`src/rtl/minisrc_pkg.sv`:
```
// Shared Mini SRC constants: opcodes, ALU codes, C2 branch conditions, sequencer states and the
// strobe bundle driven towards the datapath.
package minisrc_pkg;

  localparam logic [4:0] OpLd   = 5'b00000, OpLdi  = 5'b00001, OpSt   = 5'b00010;
  localparam logic [4:0] OpAdd  = 5'b00011, OpSub  = 5'b00100, OpAnd  = 5'b00101;
  localparam logic [4:0] OpOr   = 5'b00110, OpRor  = 5'b00111, OpRol  = 5'b01000;
  localparam logic [4:0] OpShr  = 5'b01001, OpShra = 5'b01010, OpShl  = 5'b01011;
  localparam logic [4:0] OpAddi = 5'b01100, OpAndi = 5'b01101, OpOri  = 5'b01110;
  localparam logic [4:0] OpDiv  = 5'b01111, OpMul  = 5'b10000, OpNeg  = 5'b10001;
  localparam logic [4:0] OpNot  = 5'b10010, OpBr   = 5'b10011, OpJr   = 5'b10100;
  localparam logic [4:0] OpJal  = 5'b10101, OpIn   = 5'b10110, OpOut  = 5'b10111;
  localparam logic [4:0] OpMfhi = 5'b11000, OpMflo = 5'b11001, OpNop  = 5'b11010;
  localparam logic [4:0] OpHalt = 5'b11011;

  // The ALU reuses the opcode encoding; address and branch-target arithmetic use AluAdd.
  localparam logic [4:0] AluAdd = OpAdd, AluSub = OpSub, AluMul = OpMul, AluDiv = OpDiv;

  localparam logic [1:0] CondZero = 2'b00, CondNonzero = 2'b01, CondPlus = 2'b10;
  localparam logic [1:0] CondMinus = 2'b11;

  typedef enum logic [3:0] {
    StReset, StT0, StT1, StT2, StT3, StT4, StT5, StT6, StT7, StHalt
  } state_e;

  typedef struct packed {
    logic pc_in, ir_in, y_in, z_in, hi_in, lo_in, mar_in, mdr_in, outport_in, inc_pc;
    logic pc_out, zhigh_out, zlow_out, hi_out, lo_out, mdr_out, inport_out, c_out;
    logic gra, grb, grc, rin, rout, ba_out, con_in, read, write, rx15;
    logic [4:0] alu;
  } ctrl_t;

  function automatic logic is_reg_alu(logic [4:0] op);
    return (op >= OpAdd) && (op <= OpShl);
  endfunction

  function automatic logic is_imm_alu(logic [4:0] op);
    return (op >= OpAddi) && (op <= OpOri);
  endfunction

  function automatic logic is_mem(logic [4:0] op);
    return (op == OpLd) || (op == OpLdi) || (op == OpSt);
  endfunction

  // Final execute state of each instruction; unknown opcodes behave as nop.
  function automatic state_e exec_last(logic [4:0] op);
    if (op == OpLd || op == OpSt) return StT7;
    if (is_reg_alu(op) || is_imm_alu(op) || op == OpLdi) return StT5;
    if (op == OpMul || op == OpDiv || op == OpBr) return StT6;
    if (op == OpNeg || op == OpNot || op == OpJal) return StT4;
    return StT3;
  endfunction

endpackage

```
`src/rtl/control_decode.sv`:
```
// Combinational strobe map from sequencer state and opcode to the datapath control bundle.
module control_decode
  import minisrc_pkg::*;
(
  input  state_e      state,
  input  logic [4:0]  op,
  input  logic        con_taken,
  output ctrl_t       ctrl
);

  always_comb begin
    ctrl = '0;
    unique case (state)
      StT0: begin
        ctrl.pc_out = 1'b1; ctrl.mar_in = 1'b1; ctrl.inc_pc = 1'b1; ctrl.z_in = 1'b1;
      end
      StT1: begin
        ctrl.zlow_out = 1'b1; ctrl.pc_in = 1'b1; ctrl.read = 1'b1; ctrl.mdr_in = 1'b1;
      end
      StT2: begin
        ctrl.mdr_out = 1'b1; ctrl.ir_in = 1'b1;
      end
      StT3: begin
        if (is_reg_alu(op) || is_imm_alu(op)) begin
          ctrl.grb = 1'b1; ctrl.rout = 1'b1; ctrl.y_in = 1'b1;
        end else if (is_mem(op)) begin
          ctrl.grb = 1'b1; ctrl.ba_out = 1'b1; ctrl.y_in = 1'b1;
        end else if (op == OpMul || op == OpDiv) begin
          ctrl.gra = 1'b1; ctrl.rout = 1'b1; ctrl.y_in = 1'b1;
        end else if (op == OpNeg || op == OpNot) begin
          ctrl.grb = 1'b1; ctrl.rout = 1'b1; ctrl.z_in = 1'b1; ctrl.alu = op;
        end else if (op == OpBr) begin
          ctrl.gra = 1'b1; ctrl.rout = 1'b1; ctrl.con_in = 1'b1;
        end else if (op == OpJr) begin
          ctrl.gra = 1'b1; ctrl.rout = 1'b1; ctrl.pc_in = 1'b1;
        end else if (op == OpJal) begin
          ctrl.pc_out = 1'b1; ctrl.rx15 = 1'b1;
        end else if (op == OpIn) begin
          ctrl.inport_out = 1'b1; ctrl.gra = 1'b1; ctrl.rin = 1'b1;
        end else if (op == OpOut) begin
          ctrl.gra = 1'b1; ctrl.rout = 1'b1; ctrl.outport_in = 1'b1;
        end else if (op == OpMfhi || op == OpMflo) begin
          ctrl.hi_out = (op == OpMfhi); ctrl.lo_out = (op == OpMflo);
          ctrl.gra = 1'b1; ctrl.rin = 1'b1;
        end
      end
      StT4: begin
        if (is_reg_alu(op)) begin
          ctrl.grc = 1'b1; ctrl.rout = 1'b1; ctrl.z_in = 1'b1; ctrl.alu = op;
        end else if (is_imm_alu(op)) begin
          ctrl.c_out = 1'b1; ctrl.z_in = 1'b1; ctrl.alu = op;
        end else if (is_mem(op)) begin
          ctrl.c_out = 1'b1; ctrl.z_in = 1'b1; ctrl.alu = AluAdd;
        end else if (op == OpMul || op == OpDiv) begin
          ctrl.grb = 1'b1; ctrl.rout = 1'b1; ctrl.z_in = 1'b1; ctrl.alu = op;
        end else if (op == OpNeg || op == OpNot) begin
          ctrl.zlow_out = 1'b1; ctrl.gra = 1'b1; ctrl.rin = 1'b1;
        end else if (op == OpBr) begin
          ctrl.pc_out = 1'b1; ctrl.y_in = 1'b1;
        end else if (op == OpJal) begin
          ctrl.gra = 1'b1; ctrl.rout = 1'b1; ctrl.pc_in = 1'b1;
        end
      end
      StT5: begin
        if (is_reg_alu(op) || is_imm_alu(op) || op == OpLdi) begin
          ctrl.zlow_out = 1'b1; ctrl.gra = 1'b1; ctrl.rin = 1'b1;
        end else if (op == OpLd || op == OpSt) begin
          ctrl.zlow_out = 1'b1; ctrl.mar_in = 1'b1;
        end else if (op == OpMul || op == OpDiv) begin
          ctrl.zlow_out = 1'b1; ctrl.lo_in = 1'b1;
        end else if (op == OpBr) begin
          ctrl.c_out = 1'b1; ctrl.z_in = 1'b1; ctrl.alu = AluAdd;
        end
      end
      StT6: begin
        if (op == OpLd) begin
          ctrl.read = 1'b1; ctrl.mdr_in = 1'b1;
        end else if (op == OpSt) begin
          ctrl.gra = 1'b1; ctrl.rout = 1'b1; ctrl.mdr_in = 1'b1;
        end else if (op == OpMul || op == OpDiv) begin
          ctrl.zhigh_out = 1'b1; ctrl.hi_in = 1'b1;
        end else if (op == OpBr && con_taken) begin
          ctrl.zlow_out = 1'b1; ctrl.pc_in = 1'b1;
        end
      end
      StT7: begin
        if (op == OpLd) begin
          ctrl.mdr_out = 1'b1; ctrl.gra = 1'b1; ctrl.rin = 1'b1;
        end else if (op == OpSt) begin
          ctrl.write = 1'b1;
        end
      end
      default: ctrl = '0;
    endcase
  end

endmodule

```
`src/rtl/control_unit.sv`:
```
// Hardwired Mini SRC sequencer: three-state fetch, opcode decode, then per-instruction execute
// states. Strobes are a Moore decode of the state register and the latched opcode.
module control_unit
  import minisrc_pkg::*;
(
  input  logic        clk,
  input  logic        clr,
  input  logic [31:0] IR_Data,
  input  logic        CON_out,
  input  logic        Stop,
  output logic        Run,
  output logic        PC_in, IR_in, Y_in, Z_in, HI_in, LO_in, MAR_in, MDR_in, OutPort_in, IncPC,
  output logic        PC_out, Zhigh_out, Zlow_out, HI_out, LO_out, MDR_out, InPort_out, C_out,
  output logic        Gra, Grb, Grc, Rin, Rout, BAout,
  output logic        CON_in,
  output logic        Read, Write,
  output logic [4:0]  alu_instruction_bits,
  output logic [15:0] RX_in_man
);

  state_e     state_q;
  logic [4:0] opcode_q;
  logic       con_q;
  logic [4:0] op_cur;
  ctrl_t      ctrl;
  logic       unused_ir;

  assign unused_ir = ^IR_Data[26:0];

  // IR is only loaded at the end of T2, so T3 decodes the live IR field; later states use the latch.
  assign op_cur = (state_q == StT3) ? IR_Data[31:27] : opcode_q;

  always_ff @(posedge clk or negedge clr) begin
    if (!clr) begin
      state_q  <= StReset;
      opcode_q <= '0;
      con_q    <= 1'b0;
    end else begin
      if (state_q == StT2 || state_q == StT3) opcode_q <= IR_Data[31:27];
      // CON FF settled since T3; capture it entering T6 so the branch strobes stay Moore.
      if (state_q == StT5) con_q <= CON_out;
      case (state_q)
        StReset: state_q <= StT0;
        StT0:    state_q <= StT1;
        StT1:    state_q <= StT2;
        StT2:    state_q <= StT3;
        StHalt:  state_q <= StHalt;
        default: begin
          if (state_q == exec_last(op_cur)) begin
            state_q <= (Stop || op_cur == OpHalt) ? StHalt : StT0;
          end else begin
            state_q <= state_e'(state_q + 4'd1);
          end
        end
      endcase
    end
  end

  control_decode u_decode (
    .state     (state_q),
    .op        (op_cur),
    .con_taken (con_q),
    .ctrl      (ctrl)
  );

  assign Run = (state_q != StReset) && (state_q != StHalt);

  assign PC_in      = ctrl.pc_in;
  assign IR_in      = ctrl.ir_in;
  assign Y_in       = ctrl.y_in;
  assign Z_in       = ctrl.z_in;
  assign HI_in      = ctrl.hi_in;
  assign LO_in      = ctrl.lo_in;
  assign MAR_in     = ctrl.mar_in;
  assign MDR_in     = ctrl.mdr_in;
  assign OutPort_in = ctrl.outport_in;
  assign IncPC      = ctrl.inc_pc;
  assign PC_out     = ctrl.pc_out;
  assign Zhigh_out  = ctrl.zhigh_out;
  assign Zlow_out   = ctrl.zlow_out;
  assign HI_out     = ctrl.hi_out;
  assign LO_out     = ctrl.lo_out;
  assign MDR_out    = ctrl.mdr_out;
  assign InPort_out = ctrl.inport_out;
  assign C_out      = ctrl.c_out;
  assign Gra        = ctrl.gra;
  assign Grb        = ctrl.grb;
  assign Grc        = ctrl.grc;
  assign Rin        = ctrl.rin;
  assign Rout       = ctrl.rout;
  assign BAout      = ctrl.ba_out;
  assign CON_in     = ctrl.con_in;
  assign Read       = ctrl.read;
  assign Write      = ctrl.write;
  assign alu_instruction_bits = ctrl.alu;
  assign RX_in_man  = {ctrl.rx15, 15'b0};

endmodule

```
`config.mk`:
```
export PLATFORM = sky130hd
export DESIGN_NAME = control_unit
export DESIGN_NICKNAME = d
export VERILOG_FILES = /design/src/rtl/minisrc_pkg.sv /design/src/rtl/control_decode.sv /design/src/rtl/control_unit.sv
export SDC_FILE = /design/constraint.sdc
export NUM_CORES = 1
export LEC_CHECK = 0
export CAP_MARGIN = 25
export CORE_AREA = 4 4 72 74
export CTS_CLUSTER_DIAMETER = 120
export DETAILED_ROUTE_END_ITERATION = 10
export DIE_AREA = 0 0 76 78
export PLACE_DENSITY = 0.83
export SLEW_MARGIN = 20
export SYNTH_ARGS = -nofsm -noshare
export SYNTH_HDL_FRONTEND = slang
export SYNTH_SLANG_ARGS = --single-unit
```
`constraint.sdc`:
```
create_clock -name clk -period 5.3 [get_ports clk]
set_input_delay 1.59 -clock clk [delete_from_list [all_inputs] [get_ports clk]]
set_output_delay 1.59 -clock clk [all_outputs]
set_load 0.05 [all_outputs]
```
==> results_dict.tcl, run 1 <==
set metrics [dict create \
    yosysSeqAreaShare 0.1416 \
    path_class "in2out" \
    syn_to_final_growth_pct 49.22 \
    setup_viol 0 \
    switchingPower_uw 899.3 \
    synth_edf_count 0 \
    p_int_uw 705.7 \
    num_rows 25 \
    grt_pass1_wl_um 9466 \
    place_hpwl_um 4565 \
    antenna_found_initial 0 \
    powerDensity_mw_per_mm2 608.8 \
    period_share 0.9838 \
    routed_wl_um 5848 \
    nets 343 \
    dieArea_mm2 0.005928 \
    clkPwrFrac 0.048 \
    placed_area_mm2 0.002585 \
    core_area_mm2 0.004598 \
    drt_pass1_iterations 7 \
    crit_path_cell_trace "clkdlybuf4s50_1 -> and4b_1 -> a21oi_4 -> o21ai_0 -> and2_1 -> o31ai_1 -> o211ai_1 -> buf_12" \
    synth-async-reset-ratio 1.000 \
    ant_nets 0 \
    ir_drop_v 0.0003520 \
    avgSynthCellArea_um2 7.067 \
    grt_usage 0.1909 \
    io_pins 85 \
    slew_headroom 0.6460 \
    grt_max_degree 26 \
    wl_per_cell_um 16.47 \
    hold_buffers 0 \
    cts_root_buf "clkbuf_8" \
    clock_latency_ns 0.23 \
    power_frac_seq 0.121 \
    mostFrequentLayoutCells "buf_12 (30), nand2_1 (29), nor2_1 (26), buf_4 (25), nand3_1 (16)" \
    max_stage_delay_ns 0.42 \
    final_area_mm2 0.002636 \
    place.port_buffers 42 \
    htree_levels 1 \
    drv_cap 0 \
    synth_ff_type "dfrtp_1" \
    cts_setup_buffers 0 \
    synth_cells 250 \
    layout_commonest_cell "buf_12" \
    diodes 0 \
    crit_arrival_ns 3.62 \
    yosysWarnings 0 \
    critPathCaptureType "primary output" \
    whs_ns 0.5366 \
    p_leak_nw 1.136 \
    clockBufferDepth 2 \
    cts.sinks 10 \
    ys_seq_elements 10 \
    cp_slowest_cell "clkdlybuf4s50_1" \
    synthMuxAreaShare 0.1105 \
    status "finished clean" \
    vias 2107 \
    die_w_um 76 \
    via_per_inst 5.935 \
    yosysUniqueCellTypes 55 \
    grt_pass1_vias 1969 \
    skew_ns 0.003306 \
    finalHoldViolations 0 \
    die_height_um 78 \
    cp.required_ns 3.71 \
    startpoint_type "input pin" \
    gp_congestion 0.9621 \
    fmaxAchievable_mhz 191.8 \
    synth_compound_area_frac 0.2394 \
    rsz0062_at_grt "true" \
    p_comb_frac 0.831 \
    synthAdderAreaFrac 0.02833 \
    fin_crit_ns 5.214 \
    worstMarginPinSlew_ns 0.5261 \
    swShare 0.5603 \
    drv_slew 0 \
    path_clk_slew_ns 0.04 \
    drc 0 \
    drt_iter0_drc 257 \
    path_max_fanout 13 \
    synthXorXnorAreaFrac 0.01487 \
    initial_utilization 0.3842 \
    grt_overflow_total 0 \
    synth-simple-area-share 0.3229 \
    hold_class "reg2reg" \
    synth_top_family_by_area "simple AND/OR/NAND/NOR gates" \
    cts_buffers 3 \
    tritoncts "built" \
    syn_area_mm2 0.001767 \
    drive_gt1_frac 0.2625 \
]
cells in the mapped netlist (3+ instances only):
library cell	instances	share of area
nand2_1	30	0.064
nand3_1	16	0.045
mux2i_1	6	0.034
nor3b_1	4	0.017
nor2_1	27	0.057
or3_1	3	0.011
clkbuf_1	10	0.021
a21oi_1	10	0.028
nor3_1	11	0.031
and3_1	3	0.011
dfrtp_1	10	0.14
ha_1	4	0.028
nor4_1	6	0.021
mux2_2	8	0.051
buf_4	17	0.072
and2_1	4	0.014
o211ai_1	5	0.021
a31oi_1	4	0.014
o21ai_0	16	0.045
o31ai_1	3	0.013
inv_1	9	0.019
buf_6	4	0.025
area by class of cell:
| cell class | instances | area [µm²] |
|---|---|---|
| inverter | 9 | 33.78 |
| timing repair buffer | 66 | 898.4 |
| clock buffer | 3 | 41.29 |
| multi-input combinational | 213 | 1345 |
| sequential | 10 | 250.2 |
| fill | 402 | 1962 |
| tap | 54 | 67.56 |
cells by family (layout without fill, tap and decap cells):
family	after synthesis	in the layout
and+or+nand+nor	114	114
AOI/OAI and AO/OA	61	61
buffers and inverters	41	78
muxes	16	16
DFF	10	10
adders and majority gates	4	4
xor gates and xnor gates	3	3
other	1	15
routing by layer:
layer / global-route usage / share of wire
met4: 0.07295 / 0.027
met5: 0 / 0
met2: 0.3108 / 0.48
met3: 0.04060 / 0.10
met1: 0.2447 / 0.39
power groups by stage:
stage                     Combinational (mW)  Clock, mW  Sequential, mW
after floorplan                        0.883          0           0.153
after global placement                  1.30          0           0.189
after detailed placement                1.31          0           0.194
after CTS                               1.32     0.0788           0.193
after global routing                    1.42     0.0813           0.202
final                                   1.33     0.0764           0.195
worst max-delay path: cells and delay by family:
kind / cells / cell delay [ns]
AO/OA/AOI/OAI: 4 / 0.98
buffers and inverters: 2 / 0.62
AND/OR/NAND/NOR: 2 / 0.41
through the flow:
stage	setup slack (ns)	total power, mW	utilization	setup TNS, ns	std cells
5_1_grt	-0.02507	1.702	0.5733	-0.02507	355
4_1_cts	0.008831	1.589	0.5712	0	355
3_3_place_gp	0.07044	1.484	0.5622	0	352
6_report	0.08612	1.605	0.5733	0	355
3_5_place_dp	0.03230	1.504	0.5622	0	352
2_1_floorplan	-0.1368	1.037	-	-0.1368	264
registers in the layout (all words and copies together) (netlist names):
signal and cells:
opcode_q 5, con_q 1, state_q 4
repair_timing:
item,CTS,global route
endpoints found under the setup margin,0,7
gates resized for setup,0,4
hold endpoints to repair,0,0
path summary, 6_finish.rpt:
check | startpoint | endpoint | slack (ns) | cells past startpoint
worst max-delay path | IR_Data[31] | Rout | 0.09 | 8
worst min-delay path | con_q | con_q | 0.54 | 1
worst max register to register | state_q[1] | state_q[3] | 1.43 | 10
worst min register to register | con_q | con_q | 0.54 | 1
max in group asynchronous | clr | state_q[1] | 3.33 | 1
min in group asynchronous | clr | opcode_q[4] | 1.67 | 1
(Power assumes the default switching activity.)
==> run 2, diff against run 1 <==
Settings changed: CORE_AREA 4 4 72 74 to 2 2 70 72, DIE_AREA 0 0 76 78 to 0 0 72 74.
==> results_dict.tcl, run 2 (synthesis results as in run 1) <==
set metrics [dict create \
    diodes 0 \
    die_height_um 74 \
    max_stage_delay_ns 0.55 \
    vias 2067 \
    crit_family "buffers and inverters" \
    seq_area_um2 250.2 \
    crit_buf_inv 2 \
    fin_crit_ns 5.176 \
    wl_per_cell_um 16.54 \
    critPathCaptureType "primary output" \
    worstMarginPinSlew_ns 0.5187 \
    drv_cap 0 \
    clock_latency_ns 0.24 \
    place.port_buffers 42 \
    htree_levels 1 \
    io_pins 85 \
    fin_cells 356 \
    gp_congestion 0.9494 \
    ant_nets 0 \
    rsz0062_at_grt "true" \
    hold_class "reg2reg" \
    cts.sinks 10 \
    cp_slowest_cell "clkdlybuf4s50_1" \
    grt_overflow_total 0 \
    cts_root_buf "clkbuf_8" \
    place_hpwl_um 4509 \
    status "finished clean" \
    dieArea_mm2 0.005328 \
    powerDensity_mw_per_mm2 616.4 \
    path_clk_slew_ns 0.04 \
    crit_path_cell_trace "clkdlybuf4s50_1 -> nand2_1 -> mux2_2 -> o21ai_0 -> and2_1 -> o31ai_1 -> o211ai_1 -> buf_12" \
    wirelength_met1_um 2432 \
    cp.required_ns 3.71 \
    syn_to_final_growth_pct 50.43 \
    largest-register "opcode_q" \
    top_layer_used "met4" \
    initial_utilization 0.3842 \
    drv_slew 0 \
    cts_buffers 3 \
    hold_path_depth 1 \
    path_max_fanout 7 \
    final_area_mm2 0.002658 \
    core_area_mm2 0.004598 \
    p_leak_nw 1.154 \
    drt_pass1_iterations 5 \
    layout_commonest_cell "buf_12" \
    dr_wl_met3_um 557 \
    multiInputGateArea_mm2 0.001344 \
    dr_wl_met2_um 2854 \
    skew_ns 0.003654 \
    reg2regPathDepth 10 \
    largestRegisters "opcode_q (5), state_q (4), con_q (1)" \
    path_class "in2out" \
    grt_pass1_vias 2016 \
    routed_wl_um 5887 \
    slew_headroom 0.6510 \
    period_share 0.9766 \
    nFillCells 427 \
    num_rows 25 \
    finalHoldViolations 0 \
    placed_area_mm2 0.002577 \
    nets 344 \
    crit_arrival_ns 3.59 \
    drt_iter0_drc 181 \
    grt_max_degree 26 \
    clockBufferDepth 2 \
    via_per_inst 5.806 \
    startpoint_type "input pin" \
    drive_gt1_frac 0.2616 \
    antenna_found_initial 0 \
    grt_usage 0.2267 \
    fin_util 0.5780 \
    tritoncts "built" \
    drc 0 \
    mostFrequentLayoutCells "buf_12 (31), nand2_1 (30), nor2_1 (27), buf_4 (25), nand3_1 (16)" \
    dp.cells 351 \
    setup_viol 0 \
    fmaxAchievable_mhz 193.2 \
    ir_drop_v 0.0004618 \
    cp_num_cells 8 \
    hold_buffers 0 \
    die_w_um 72 \
    largest_reg_flops 5 \
    grt_pass1_wl_um 9625 \
]
run 2: cell count changes in the layout (fill, tap and decap cells not counted):
cell	change
dlymetal6s2s_1	+1
nand2_2	-1
nor2_1	+1
clkdlybuf4s50_1	-1
nor2_2	-1
a21oi_2	+1
a21oi_1	-1
buf_12	+1
nand2_1	+1
run 2: final cells by class:
| type | count | share of cell area |
|---|---|---|
| clock buffer | 3 | 0.01554 |
| inverter | 9 | 0.01271 |
| multi-input combinational | 213 | 0.5056 |
| sequential | 10 | 0.09416 |
| tap | 54 | 0.02542 |
| timing repair buffer | 67 | 0.3465 |
run 2: timing repair:
item	4_1_cts	5_1_grt
resized for setup	0	4
setup endpoints to repair	0	5
buffers inserted	0	2
run 2: worst paths after layout:
kind                             startpoint          end  slack [ns]
min in group asynchronous               clr   state_q[3]        1.67
worst max-delay path            IR_Data[28]         Rout        0.12
worst min register to register        con_q        con_q        0.56
worst max register to register   state_q[1]   state_q[3]        1.38
worst min-delay path                  con_q        con_q        0.56
max in group asynchronous               clr  opcode_q[2]        3.32
run 2: routing by layer:
metal	vias up	global-route usage
met1	937	0.2864
met3	8	0.04607
met5	-	0
li1	991	-
met2	131	0.3899
met4	0	0.07338
run 2: through the flow:
step                      setup slack (ns)  TNS (ns)  hold WS (ns)  power [mW]
after floorplan                    -0.1368   -0.1368        0.4792       1.037
after global placement              0.1053         0        0.5031       1.484
after detailed placement            0.1000         0        0.5362       1.503
after CTS                          0.08001         0        0.5465       1.589
after global routing              -0.02790  -0.05929        0.5593       1.733
final                               0.1242         0        0.5604       1.638
run 2: power breakdown:
group | total, mW | switching (mW) | internal, mW
Clock | 0.0766 | 0.0272 | 0.0495
Combinational | 1.37 | 0.803 | 0.562
Sequential | 0.196 | 0.0807 | 0.116
